==> src/rtl/seg_scan_ctrl_pkg.sv <==
// Shared constants and helpers for the seven-segment scan controller.
package seg_scan_ctrl_pkg;

    localparam int          NUM_DIGITS      = 4;
    localparam logic [7:0]  SEG_OFF         = 8'hFF;
    localparam logic [3:0]  AN_OFF          = 4'hF;
    localparam int          DEF_REFRESH_DIV = 100000;
    localparam int          DEF_BLINK_SCANS = 125;

    typedef logic [3:0] nibble_t;

    // Active-low one-hot anode pattern for scan index idx.
    function automatic logic [3:0] anode_sel(input logic [1:0] idx);
        logic [3:0] one;
        one = 4'b0001;
        return ~(one << idx);
    endfunction

endpackage

==> src/rtl/seg_scan_ctrl_if.sv <==
// Display-side bundle: digit data and controls in, segment/anode pins and frame marker out.
interface seg_scan_ctrl_if;
    import seg_scan_ctrl_pkg::*;

    logic [15:0] digits;
    logic [3:0]  blank_en;
    logic [3:0]  blink_en;
    logic [3:0]  dp_en;
    logic [7:0]  seg;
    logic [3:0]  an;
    logic        frame_start;

    modport master (
        output digits, blank_en, blink_en, dp_en,
        input  seg, an, frame_start
    );

    modport slave (
        input  digits, blank_en, blink_en, dp_en,
        output seg, an, frame_start
    );
endinterface

==> src/rtl/seg_scan_ctrl_seven_seg.sv <==
// BCD to active-low seven-segment decoder; bit order g..a, values 10-15 are blank.
module seven_seg
    import seg_scan_ctrl_pkg::*;
(
    input  nibble_t    bcd_i,
    output logic [6:0] seg_n_o
);

    always_comb begin
        seg_n_o = 7'h7F;
        case (bcd_i)
            4'd0: seg_n_o = 7'h40;
            4'd1: seg_n_o = 7'h79;
            4'd2: seg_n_o = 7'h24;
            4'd3: seg_n_o = 7'h30;
            4'd4: seg_n_o = 7'h19;
            4'd5: seg_n_o = 7'h12;
            4'd6: seg_n_o = 7'h02;
            4'd7: seg_n_o = 7'h78;
            4'd8: seg_n_o = 7'h00;
            4'd9: seg_n_o = 7'h10;
            default: seg_n_o = 7'h7F;
        endcase
    end

endmodule

==> src/rtl/seg_scan_ctrl.sv <==
// Four-digit multiplexed display scanner with frame-coherent shadow registers,
// per-digit blank/blink/dp overrides and registered anode/segment outputs.
module seg_scan_ctrl
    import seg_scan_ctrl_pkg::*;
#(
    parameter int REFRESH_DIV = DEF_REFRESH_DIV,
    parameter int BLINK_SCANS = DEF_BLINK_SCANS
) (
    input  logic           clk,
    input  logic           rst,
    seg_scan_ctrl_if.slave bus
);

    localparam int CNT_W = (REFRESH_DIV > 1) ? $clog2(REFRESH_DIV) : 1;
    localparam int BCN_W = (BLINK_SCANS > 1) ? $clog2(BLINK_SCANS) : 1;
    localparam logic [CNT_W-1:0] CNT_MAX = CNT_W'(REFRESH_DIV - 1);
    localparam logic [BCN_W-1:0] BCN_MAX = BCN_W'(BLINK_SCANS - 1);

    logic [CNT_W-1:0] cnt_q, cnt_d;
    logic [1:0]       idx_q, idx_d;
    logic [BCN_W-1:0] bcnt_q, bcnt_d;
    logic             phase_q, phase_d;
    logic [15:0]      sh_dig_q, sh_dig_d;
    logic [3:0]       sh_blank_q, sh_blank_d;
    logic [3:0]       sh_blink_q, sh_blink_d;
    logic [3:0]       sh_dp_q, sh_dp_d;
    logic [3:0]       an_q, an_d;
    logic [7:0]       seg_q, seg_d;
    logic             frame_start_q, frame_start_d;

    nibble_t          nib [NUM_DIGITS];
    nibble_t          cur_nib;
    logic [6:0]       dec_seg;
    logic             cnt_wrap;
    logic             frame_wrap;
    logic             dark;

    for (genvar gi = 0; gi < NUM_DIGITS; gi++) begin : g_nib
        assign nib[gi] = sh_dig_q[4*gi +: 4];
    end

    assign cur_nib = nib[idx_q];

    seven_seg u_dec (
        .bcd_i   (cur_nib),
        .seg_n_o (dec_seg)
    );

    assign cnt_wrap   = (cnt_q == CNT_MAX);
    assign frame_wrap = cnt_wrap && (idx_q == 2'd3);
    assign dark       = sh_blank_q[idx_q] | (sh_blink_q[idx_q] & phase_q);

    always_comb begin
        cnt_d         = cnt_q + CNT_W'(1);
        idx_d         = idx_q;
        bcnt_d        = bcnt_q;
        phase_d       = phase_q;
        sh_dig_d      = sh_dig_q;
        sh_blank_d    = sh_blank_q;
        sh_blink_d    = sh_blink_q;
        sh_dp_d       = sh_dp_q;
        frame_start_d = frame_wrap;
        an_d          = anode_sel(idx_q);
        seg_d         = dark ? SEG_OFF : {~sh_dp_q[idx_q], dec_seg};

        if (cnt_wrap) begin
            cnt_d = '0;
            idx_d = idx_q + 2'd1;
        end

        // Shadows and blink phase move together so a frame is never torn.
        if (frame_wrap) begin
            sh_dig_d   = bus.digits;
            sh_blank_d = bus.blank_en;
            sh_blink_d = bus.blink_en;
            sh_dp_d    = bus.dp_en;
            if (bcnt_q == BCN_MAX) begin
                bcnt_d  = '0;
                phase_d = ~phase_q;
            end else begin
                bcnt_d  = bcnt_q + BCN_W'(1);
            end
        end
    end

    always_ff @(posedge clk) begin
        if (rst) begin
            cnt_q         <= '0;
            idx_q         <= '0;
            bcnt_q        <= '0;
            phase_q       <= 1'b0;
            sh_dig_q      <= '0;
            sh_blank_q    <= 4'hF;
            sh_blink_q    <= '0;
            sh_dp_q       <= '0;
            an_q          <= AN_OFF;
            seg_q         <= SEG_OFF;
            frame_start_q <= 1'b0;
        end else begin
            cnt_q         <= cnt_d;
            idx_q         <= idx_d;
            bcnt_q        <= bcnt_d;
            phase_q       <= phase_d;
            sh_dig_q      <= sh_dig_d;
            sh_blank_q    <= sh_blank_d;
            sh_blink_q    <= sh_blink_d;
            sh_dp_q       <= sh_dp_d;
            an_q          <= an_d;
            seg_q         <= seg_d;
            frame_start_q <= frame_start_d;
        end
    end

    assign bus.an          = an_q;
    assign bus.seg         = seg_q;
    assign bus.frame_start = frame_start_q;

endmodule

==> src/flat_wrapper.sv <==
// flat-port wrapper written by rule: the top's interface ports become plain ports
module seg_scan_ctrl_flat import seg_scan_ctrl_pkg::*;
#(
    parameter int REFRESH_DIV = DEF_REFRESH_DIV,
    parameter int BLINK_SCANS = DEF_BLINK_SCANS
)
  (clk, rst, bus_digits, bus_blank_en, bus_blink_en, bus_dp_en, bus_seg, bus_an, bus_frame_start);
  seg_scan_ctrl_if bus_i ();
  input  logic clk;
  input  logic rst;
  input wire logic [$bits(bus_i.digits)-1:0] bus_digits;
  input wire logic [$bits(bus_i.blank_en)-1:0] bus_blank_en;
  input wire logic [$bits(bus_i.blink_en)-1:0] bus_blink_en;
  input wire logic [$bits(bus_i.dp_en)-1:0] bus_dp_en;
  output wire logic [$bits(bus_i.seg)-1:0] bus_seg;
  output wire logic [$bits(bus_i.an)-1:0] bus_an;
  output wire logic [$bits(bus_i.frame_start)-1:0] bus_frame_start;
  assign bus_i.digits = bus_digits;
  assign bus_i.blank_en = bus_blank_en;
  assign bus_i.blink_en = bus_blink_en;
  assign bus_i.dp_en = bus_dp_en;
  assign bus_seg = bus_i.seg;
  assign bus_an = bus_i.an;
  assign bus_frame_start = bus_i.frame_start;
  seg_scan_ctrl #(.REFRESH_DIV(REFRESH_DIV), .BLINK_SCANS(BLINK_SCANS)) u_core (.clk(clk), .rst(rst), .bus(bus_i));
endmodule
==> config.mk <==
export PLATFORM = sky130hd
export DESIGN_NAME = seg_scan_ctrl_flat
export DESIGN_NICKNAME = d
export VERILOG_FILES = /design/src/rtl/seg_scan_ctrl_pkg.sv /design/src/rtl/seg_scan_ctrl_if.sv /design/src/rtl/seg_scan_ctrl_seven_seg.sv /design/src/rtl/seg_scan_ctrl.sv /design/src/flat_wrapper.sv
export SDC_FILE = /design/constraint.sdc
export NUM_CORES = 1
export LEC_CHECK = 0
export CAP_MARGIN = 20
export CORE_AREA = 2 2 78 80
export CTS_BUF_LIST = sky130_fd_sc_hd__clkbuf_2 sky130_fd_sc_hd__clkbuf_4 sky130_fd_sc_hd__clkbuf_8
export CTS_CLUSTER_DIAMETER = 60
export DETAILED_ROUTE_END_ITERATION = 8
export DIE_AREA = 0 0 80 82
export HOLD_SLACK_MARGIN = 0.1
export PLACE_DENSITY = 0.8
export SYNTH_ARGS = -nofsm -noshare
export SYNTH_HDL_FRONTEND = slang
export SYNTH_SLANG_ARGS = --single-unit
==> constraint.sdc <==
create_clock -name clk -period 2.2 [get_ports clk]
set_clock_uncertainty 0.1 [all_clocks]
set_input_delay 0.44 -clock clk [delete_from_list [all_inputs] [get_ports clk]]
set_output_delay 0.44 -clock clk [all_outputs]
set_load 0.02 [all_outputs]
==> results.json, run 1 <==
{
  "outcome": "complete, no violations",
  "ant_nets": 0,
  "async_reset_ff_share_pct": 0,
  "place_hpwl_um": 4760,
  "synth_cells": 339,
  "antenna_found_initial": 0,
  "holdCritStartpoint": "u_core.sh_blank_q[0]",
  "rows": 28,
  "power.density_nw_per_um2": 603,
  "fin_cells": 461,
  "yosys-top-cells-area": "dfxtp_1, a21oi_1, o21ai_0",
  "period_minus_slack_ps": 1940,
  "worstMarginPinSlew_ps": 462,
  "rsz0062_at_grt": "no",
  "grt.overflow.total": 0,
  "final_util_pct": 66.3,
  "htreeDepth": 3,
  "cts_max_path_buffers": 2,
  "grt_pass1_vias": 2445,
  "yosysWarnings": 0,
  "cts_tree": "done",
  "dp.cells": 446,
  "drc": 0,
  "synth_area_leader_cell": "dfxtp_1",
  "max_slew_margin_pct": 69.1,
  "cp-start-kind": "flip-flop",
  "synth_edf_count": 0,
  "path_clk_slew_ps": 70,
  "rr_worst_depth": 6,
  "hold_viol": 0,
  "yosysUniqueCellTypes": 43,
  "hold_buffers": 0,
  "worstSetupPathType": "flip-flop to flip-flop",
  "clockRootBuffer": "clkbuf_8",
  "hold_depth": 1,
  "power_leakage_nw": 1.32,
  "worstSetupEndpointType": "flip-flop",
  "setup_viol": 0,
  "reg2reg_from": "u_core.idx_q[1]",
  "reg2reg_to": "u_core.bus.seg[3]",
  "cap_violations": 0,
  "finalCritPeriodShare_pct": 88.1,
  "synth_ff_type": "dfxtp_1",
  "grt_max_degree": 26,
  "drv_slew": 0,
  "finalSetupTns_ps": 0,
  "syn_avg_cell_area_um2": 9.19,
  "io_pins": 43,
  "cts_made_buffers": 9,
  "hp-class": "flip-flop to flip-flop",
  "die_w_um": 80,
  "rrSetupSlack_ps": 260,
  "crit_start": "u_core.idx_q[1]",
  "drive_gt1_share_pct": 10.6,
  "insertion_delay_ps": 330,
  "via_per_inst": 5.76,
  "synth_nets": 381,
  "initialDrtViolationCount": 121,
  "area_growth_pct": 22.3,
  "wire_per_inst_um": 14.4,
  "drt-total-wl_um": 6660,
  "fmax_ghz": 0.516,
  "grt_pass1_wl_um": 10800,
  "clkSinkCount": 68,
  "synth_top_cell_area_share_pct": 43.7,
  "dr.pass1.iters": 6,
  "port_buffers": 42,
  "die_h_um": 82,
  "worstPathArrival_ps": 2060,
  "start_util_pct": 54.2,
  "finish.net_count": 424,
  "core_um2": 5750,
  "num_vias": 2655,
  "place.gp.congestion": 0.815,
  "ys_seq_area_share_pct": 43.7,
  "die-area_um2": 6560,
  "grt_use_total_pct": 21.5,
  "ys_ff_latch": 68,
  "diodes": 0,
  "crit_required_ps": 2320,
  "min_to": "u_core.sh_blank_q[0]",
  "synthesis.area_um2": 3120,
  "vdd_drop_max_mv": 0.338,
  "worst-path-max-fanout": 11
}
## per-layer routing
layer | vias up | track usage, % | wire (um)
met2 | 95 | 34.3 | 3200
met1 | 1243 | 27.8 | 2940
li1 | 1302 | - | -
met3 | 15 | 3.30 | 341
met4 | 0 | 12.7 | 175
met5 | - | 0 | 0
## flip-flops by register name (all words and copies together), names as in the netlist
register and count:
u_core.sh_blank_q 4, u_core.cnt_q 17, u_core.idx_q 2, u_core.sh_dig_q 16, u_core.sh_dp_q 4, u_core.bus.seg 8, u_core.phase_q 1, u_core.bus.frame_start 1
u_core.bcnt_q 7, u_core.sh_blink_q 4, u_core.bus.an 4
## power breakdown
group          switching [mW]  internal (mW)  leakage (nW)
combinational          0.0318         0.0565         0.665
clock                   0.431          0.538         0.102
sequential            0.00468           1.24         0.550
total                   0.467           1.83          1.32
## worst max path at each step
stage	end	depth (start not counted)	slack, ps
2_1_floorplan	u_core.bus.seg[4]	7	310
3_3_place_gp	u_core.bus.seg[4]	6	200
3_5_place_dp	u_core.bus.seg[4]	6	150
4_1_cts	u_core.bus.seg[4]	6	150
5_1_grt	u_core.bus.seg[4]	6	90
6_report	u_core.bus.seg[3]	6	260
## stage by stage
stage | setup slack, ps | cell area [um^2] | total power [mW] | hold slack (ps)
CTS | 146 | 3810 | 2.32 | 356
global placement | 196 | 3620 | 1.36 | 342
finish | 263 | 3810 | 2.30 | 354
detailed placement | 155 | 3620 | 1.36 | 342
floorplan | 307 | 3120 | 1.29 | 327
global route | 94.2 | 3810 | 2.38 | 379
## cell usage in the layout (no fill, tap or decap), drive strengths merged, types with 2 or more instances in the layout
cell type,count
dfxtp,68
a21oi,42
clkdlybuf4s50,42
o21ai,36
nand3,32
nor2,21
buf,15
clkbuf,14
ha,12
inv,11
nand2,11
xor2,8
and3,8
nand4,7
mux4,7
xnor2,6
o31ai,6
and4,5
nand2b,5
a211o,4
or3,3
nand4b,3
nor2b,2
mux2i,2
or4,2
nor4,2
nor3,2
a211oi,2
## kinds of logic (layout without fill, tap and decap cells)
kind of cell,Yosys count,count (layout),synth area share [%]
compound gates,91,91,16.0
xor+xnor,14,14,3.94
fa+ha+maj,12,12,4.82
buf+inv,36,83,5.30
flops,68,68,43.7
mux,9,9,5.94
simple gates,109,109,20.3
## final cells by class
| type | count | area (um^2) |
|---|---|---|
| clock buffers | 14 | 186 |
| multi-input cells | 235 | 1590 |
| repair buffers | 57 | 533 |
| fillers | 466 | 1930 |
| flip-flops and latches | 68 | 1360 |
| inverters | 11 | 41.3 |
| clock inverters | 1 | 5.00 |
| well taps | 75 | 93.8 |
## worst max-delay path, cell delays in order (launching register included)
cell     delay, ps
dfxtp_1        600
mux4_2         380
inv_1          100
ha_1           200
or2_1          230
a21oi_1        150
o21ai_1         70
## timing repair
action,in CTS,in global routing
hold endpoints to repair,0,0
endpoints found under the setup margin,0,1
buffers inserted,0,0
resized for setup,0,1
## cells in the mapped netlist, types with 2 or more instances
cell / count
nand4_1: 6
nor2_1: 21
or4_1: 2
mux4_2: 5
dfxtp_1: 68
clkbuf_1: 16
o31ai_1: 6
inv_1: 11
buf_6: 2
nand2_1: 11
a211o_1: 4
mux2i_1: 2
buf_2: 3
mux4_1: 2
nand4b_1: 3
nand3_1: 32
ha_1: 12
o21ai_0: 35
or3_1: 3
nand2b_1: 5
xor2_1: 8
a21oi_1: 42
xnor2_1: 6
buf_4: 3
and4_1: 5
nor2b_1: 2
and3_1: 8
(Power assumes the default switching activity.)
==> run 2, diff against run 1 <==
CORE_AREA = 2 2 90 92   (was 2 2 78 80)
DIE_AREA = 0 0 92 94   (was 0 0 80 82)
GPL_ROUTABILITY_DRIVEN = 0   (was not set)
PLACE_DENSITY = not set   (was 0.8)
==> run 2 against run 1 <==
Die area up 32%. Combinational power up 2%. First-iteration DRC count up 17%. Highest routed layer unchanged. Maximum frequency down 4.8%. Worst hold slack better by 13 ps. Critical endpoint is now u_core.bus.seg[5].
==> results.json, run 2 (same netlist as run 1, synthesis figures left out) <==
{
  "holdCritStartpoint": "u_core.cnt_q[0]",
  "outcome": "complete, no violations",
  "vdd_drop_max_mv": 0.400,
  "cts_max_path_buffers": 2,
  "hold_depth": 1,
  "dr.pass1.iters": 4,
  "multiInputGateArea_um2": 1590,
  "reg2reg_from": "u_core.idx_q[0]",
  "min_to": "u_core.cnt_q[0]",
  "clkSinkCount": 68,
  "grt_max_degree": 37,
  "drt-total-wl_um": 6760,
  "final-seq-area_um2": 1360,
  "start_util_pct": 41.0,
  "hold_viol": 0,
  "critPathMaxStageDelay_ps": 580,
  "drive_gt1_share_pct": 10.4,
  "antenna_found_initial": 0,
  "area_growth_pct": 25.1,
  "drc": 0,
  "die-area_um2": 8650,
  "reg2reg_to": "u_core.bus.seg[5]",
  "finalSetupTns_ps": 0,
  "path_clk_slew_ps": 80,
  "hold_buffers": 0,
  "initialDrtViolationCount": 141,
  "rrSetupSlack_ps": 170,
  "io_pins": 43,
  "htreeDepth": 3,
  "max_slew_margin_pct": 77.9,
  "worstPathArrival_ps": 2160,
  "dp_slack_ps": 173,
  "worst-path-stages": 5,
  "worst-path-max-fanout": 8,
  "finish.net_count": 423,
  "die_h_um": 94,
  "ant_nets": 0,
  "diodes": 0,
  "layout_common_cells": "dfxtp_1, a21oi_1, clkdlybuf4s50_1",
  "rsz0062_at_grt": "no",
  "fin_cells": 488,
  "setup_viol": 0,
  "layout_commonest_cell": "dfxtp_1",
  "cts_made_buffers": 9,
  "dp.cells": 472,
  "rows": 32,
  "fmax_ghz": 0.492,
  "die_w_um": 92,
  "worstMarginPinSlew_ps": 327,
  "core_um2": 7610,
  "cts_tree": "done",
  "clockRootBuffer": "clkbuf_8",
  "worstSetupPathType": "flip-flop to flip-flop",
  "worst_hold_slack_ps": 367,
  "power.density_nw_per_um2": 669,
  "port_buffers": 42,
  "rr_worst_depth": 5,
  "final_util_pct": 51.2,
  "wire_per_inst_um": 13.9,
  "insertion_delay_ps": 340,
  "path_cells": "buf_4 -> mux4_1 -> a211oi_2 -> buf_4 -> o21ai_0",
  "crit_required_ps": 2330,
  "power_leakage_nw": 1.33,
  "num_vias": 2587,
  "critPathMostFrequentCell": "buf_4",
  "drv_slew": 0,
  "period_minus_slack_ps": 2030,
  "via_per_inst": 5.30,
  "fill_cells": 727,
  "critical_path.top_delay_family": "multiplexers",
  "largest_reg_flops": 17,
  "largest-register": "u_core.cnt_q",
  "worstSetupEndpointType": "flip-flop",
  "crit_buf_inv": 2,
  "worst_slack_ps": 166,
  "finalCritPeriodShare_pct": 92.5,
  "grt_use_total_pct": 16.4,
  "grt_pass1_vias": 2369,
  "hp-class": "flip-flop to flip-flop",
  "cap_violations": 0,
  "slowest_stage": "mux4_1",
  "grt_pass1_wl_um": 11200,
  "grt.overflow.total": 0,
  "cp-start-kind": "flip-flop",
  "place_hpwl_um": 4650
}
## run 2: changes by cell type in the layout (fill, tap and decap cells not counted)
cell	delta
clkbuf_8	-3
buf_6	+1
clkinvlp_4	+1
dfxtp_2	-1
buf_4	-2
dfxtp_1	+1
bufinv_16	+3
clkbuf_4	-1
clkinv_4	+1
## run 2: where the power goes
| part | total [mW] | switching, mW | internal (mW) |
|---|---|---|---|
| Sequential | 1.24 | 0.00469 | 1.24 |
| Combinational | 0.0899 | 0.0324 | 0.0576 |
| Clock | 1.28 | 0.494 | 0.784 |
| Total | 2.61 | 0.531 | 2.08 |
## run 2: area by class of cell
type / count / area share [%]
clock inverters: 6 / 2.86
multi-input cells: 235 / 40.8
clock buffers: 10 / 3.53
flip-flops and latches: 68 / 34.9
repair buffers: 56 / 13.6
well taps: 102 / 3.27
inverters: 11 / 1.06
## run 2: worst max-delay path by stage
stage | startpoint | end | slack (ps)
detailed placement | u_core.idx_q[0] | u_core.bus.seg[5] | 170
finish | u_core.idx_q[0] | u_core.bus.seg[5] | 170
global placement | u_core.idx_q[0] | u_core.bus.seg[0] | 220
CTS | u_core.idx_q[0] | u_core.bus.seg[5] | 150
floorplan | u_core.idx_q[0] | u_core.bus.seg[4] | 310
global route | u_core.idx_q[0] | u_core.bus.seg[4] | 40
## run 2: routing by layer
| metal | vias up | global-route usage, % | wire (um) |
|---|---|---|---|
| li1 | 1301 | - | - |
| met1 | 1238 | 22.9 | 3480 |
| met2 | 41 | 24.9 | 2970 |
| met3 | 7 | 3.21 | 218 |
| met4 | 0 | 7.09 | 93 |
| met5 | - | 0 | 0 |
## run 2: worst register-to-register path, stage by stage, from the launching register on
cell	delay, ps
dfxtp_1	520
buf_4	240
mux4_1	580
a211oi_2	200
buf_4	190
o21ai_0	90
## run 2: stage by stage
| step | power (mW) | instance area [um^2] |
|---|---|---|
| finish | 2.61 | 3900 |
| global placement | 1.36 | 3640 |
| floorplan | 1.29 | 3120 |
| global route | 2.68 | 3900 |
| detailed placement | 1.36 | 3640 |
| CTS | 2.63 | 3890 |
## run 2: repair_timing
item | CTS | global route
endpoints found under the setup margin | 0 | 4
resized for setup | 0 | 1
setup buffers | 0 | 0
==> run 3, diff against run 2 <==
clock period = 1.78 ns   (was 2.2 ns; I/O delays follow)
==> run 3 against run 2 <==
The flow now finishes with violations (negative setup slack). Sequential share of layout area down 2.4 points. Setup slack got worse by 180 ps. Cell count is 6.4% higher. Non-clock buffer count is 31 higher. Maximum frequency rose by 14%. Die area unchanged. Utilization rose by 4.1 points. Wire length up 7.1%. First-iteration DRC count rose by 29%.
==> results.json, run 3 (same netlist as run 1, synthesis figures left out) <==
{
  "drt-total-wl_um": 7240,
  "drv_slew": 0,
  "min_to": "u_core.sh_blank_q[3]",
  "rr_worst_depth": 5,
  "grt_pass1_wl_um": 11900,
  "dp_slack_ps": -67.9,
  "clockRootBuffer": "clkbuf_8",
  "die-area_um2": 8650,
  "ant_nets": 0,
  "rows": 32,
  "placed_cell_area_um2": 3900,
  "clock_power_share_pct": 46.3,
  "cts_made_buffers": 9,
  "period_minus_slack_ps": 1790,
  "cp-start-kind": "flip-flop",
  "worst-path-max-fanout": 6,
  "power_mw": 3.08,
  "layout_commonest_cell": "dfxtp_1",
  "clkSinkCount": 68,
  "max_slew_margin_pct": 76.3,
  "power_leakage_nw": 1.51,
  "grt_pass1_vias": 2489,
  "place_hpwl_um": 5170,
  "worst_slack_ps": -10.4,
  "hold_depth": 1,
  "grt_use_total_pct": 17.2,
  "antenna_found_initial": 0,
  "worstPathArrival_ps": 1920,
  "swShare_pct": 20.0,
  "finalCritPeriodShare_pct": 101,
  "num_vias": 2662,
  "finish.net_count": 454,
  "worst_hold_slack_ps": 368,
  "fin_area_um2": 4210,
  "largest_reg_flops": 17,
  "die_w_um": 92,
  "rrSetupSlack_ps": -10,
  "cap_violations": 0,
  "die_h_um": 94,
  "fmax_ghz": 0.559,
  "cts_max_path_buffers": 2,
  "io_pins": 43,
  "reg2reg_from": "u_core.idx_q[0]",
  "insertion_delay_ps": 340,
  "start_util_pct": 41.0,
  "largest-register": "u_core.cnt_q",
  "worstMarginPinSlew_ps": 352,
  "core_um2": 7610,
  "port_buffers": 42,
  "reg2reg_to": "u_core.bus.seg[0]",
  "worstSetupEndpointType": "flip-flop",
  "htreeDepth": 3,
  "seq_power_share_pct": 49.7,
  "hold_viol": 0,
  "crit_required_ps": 1910,
  "holdCritStartpoint": "u_core.sh_blank_q[3]",
  "rsz0062_at_grt": "yes",
  "drc": 0,
  "drive_gt1_share_pct": 21.1,
  "outcome": "complete, but fails checks",
  "dr.pass1.iters": 4,
  "combinationalPowerShare_pct": 4.0,
  "grt.overflow.total": 0,
  "via_per_inst": 5.13,
  "initialDrtViolationCount": 182,
  "wire_per_inst_um": 13.9,
  "area_growth_pct": 35.0,
  "worstSetupPathType": "flip-flop to flip-flop",
  "violations": "negative setup slack",
  "cts_tree": "done",
  "grt_max_degree": 24,
  "setup_viol": 2,
  "path_clk_slew_ps": 80,
  "hp-class": "flip-flop to flip-flop",
  "power.density_nw_per_um2": 732,
  "layout_common_cells": "dfxtp_1, clkdlybuf4s50_1, a21oi_1",
  "vdd_drop_max_mv": 0.615,
  "diodes": 0,
  "p_int_mw": 2.46,
  "switchingPower_mw": 0.615
}
[run 3: final cells by class]
cell class | count | area, um^2
fillers | 698 | 3400
multi-input cells | 235 | 1620
flip-flops and latches | 68 | 1370
repair buffers | 87 | 825
clock buffers | 12 | 153
well taps | 102 | 128
clock inverters | 4 | 72.6
inverters | 11 | 41.3
[run 3: layer usage]
layer | vias up | track usage [%] | part of all wire (%)
li1 | 1365 | - | -
met1 | 1238 | 23.8 | 49
met2 | 53 | 26.2 | 47
met3 | 6 | 4.17 | 3.3
met4 | 0 | 6.22 | 0.95
met5 | - | 0 | 0
[run 3: worst max-delay path, stage by stage, from the launching register on]
cell and delay [ps]:
dfxtp_4 410, mux4_2 570, ha_2 190, or2_4 250
a21oi_2 110, o21ai_1 60
[run 3: per-stage QoR]
step | instances | TNS (ps) | utilization, %
2_1_floorplan | 339 | -188 | -
3_3_place_gp | 501 | -217 | 51.2
6_report | 519 | -18.1 | 55.3
3_5_place_dp | 501 | -453 | 51.2
4_1_cts | 517 | -51.9 | 54.3
5_1_grt | 519 | -581 | 55.3
[run 3: power groups by stage]
stage / clock network (mW) / logic, mW / registers, mW
finish: 1.42 / 0.124 / 1.53
global route: 1.52 / 0.132 / 1.53
CTS: 1.46 / 0.125 / 1.53
detailed placement: 0 / 0.124 / 1.57
global placement: 0 / 0.124 / 1.57
floorplan: 0 / 0.0309 / 1.57
[run 3: worst max path at each step]
stage	end	cells after the start	startpoint	slack [ps]
floorplan	u_core.bus.seg[0]	6	u_core.idx_q[0]	-50
global placement	u_core.bus.seg[0]	5	u_core.idx_q[0]	-50
detailed placement	u_core.bus.seg[3]	5	u_core.idx_q[0]	-70
CTS	u_core.bus.seg[3]	5	u_core.idx_q[0]	-30
global route	u_core.bus.seg[2]	6	u_core.idx_q[0]	-110
finish	u_core.bus.seg[0]	5	u_core.idx_q[0]	-10
[run 3: what timing repair did]
| item | in CTS | in global routing |
|---|---|---|
| pin swaps | 0 | 4 |
| buffers inserted | 0 | 1 |
| gates resized for setup | 6 | 17 |
| setup endpoints to repair | 31 | 58 |
| hold buffers | 0 | 0 |
| gates cloned | 0 | 1 |
| hold endpoints to repair | 0 | 0 |
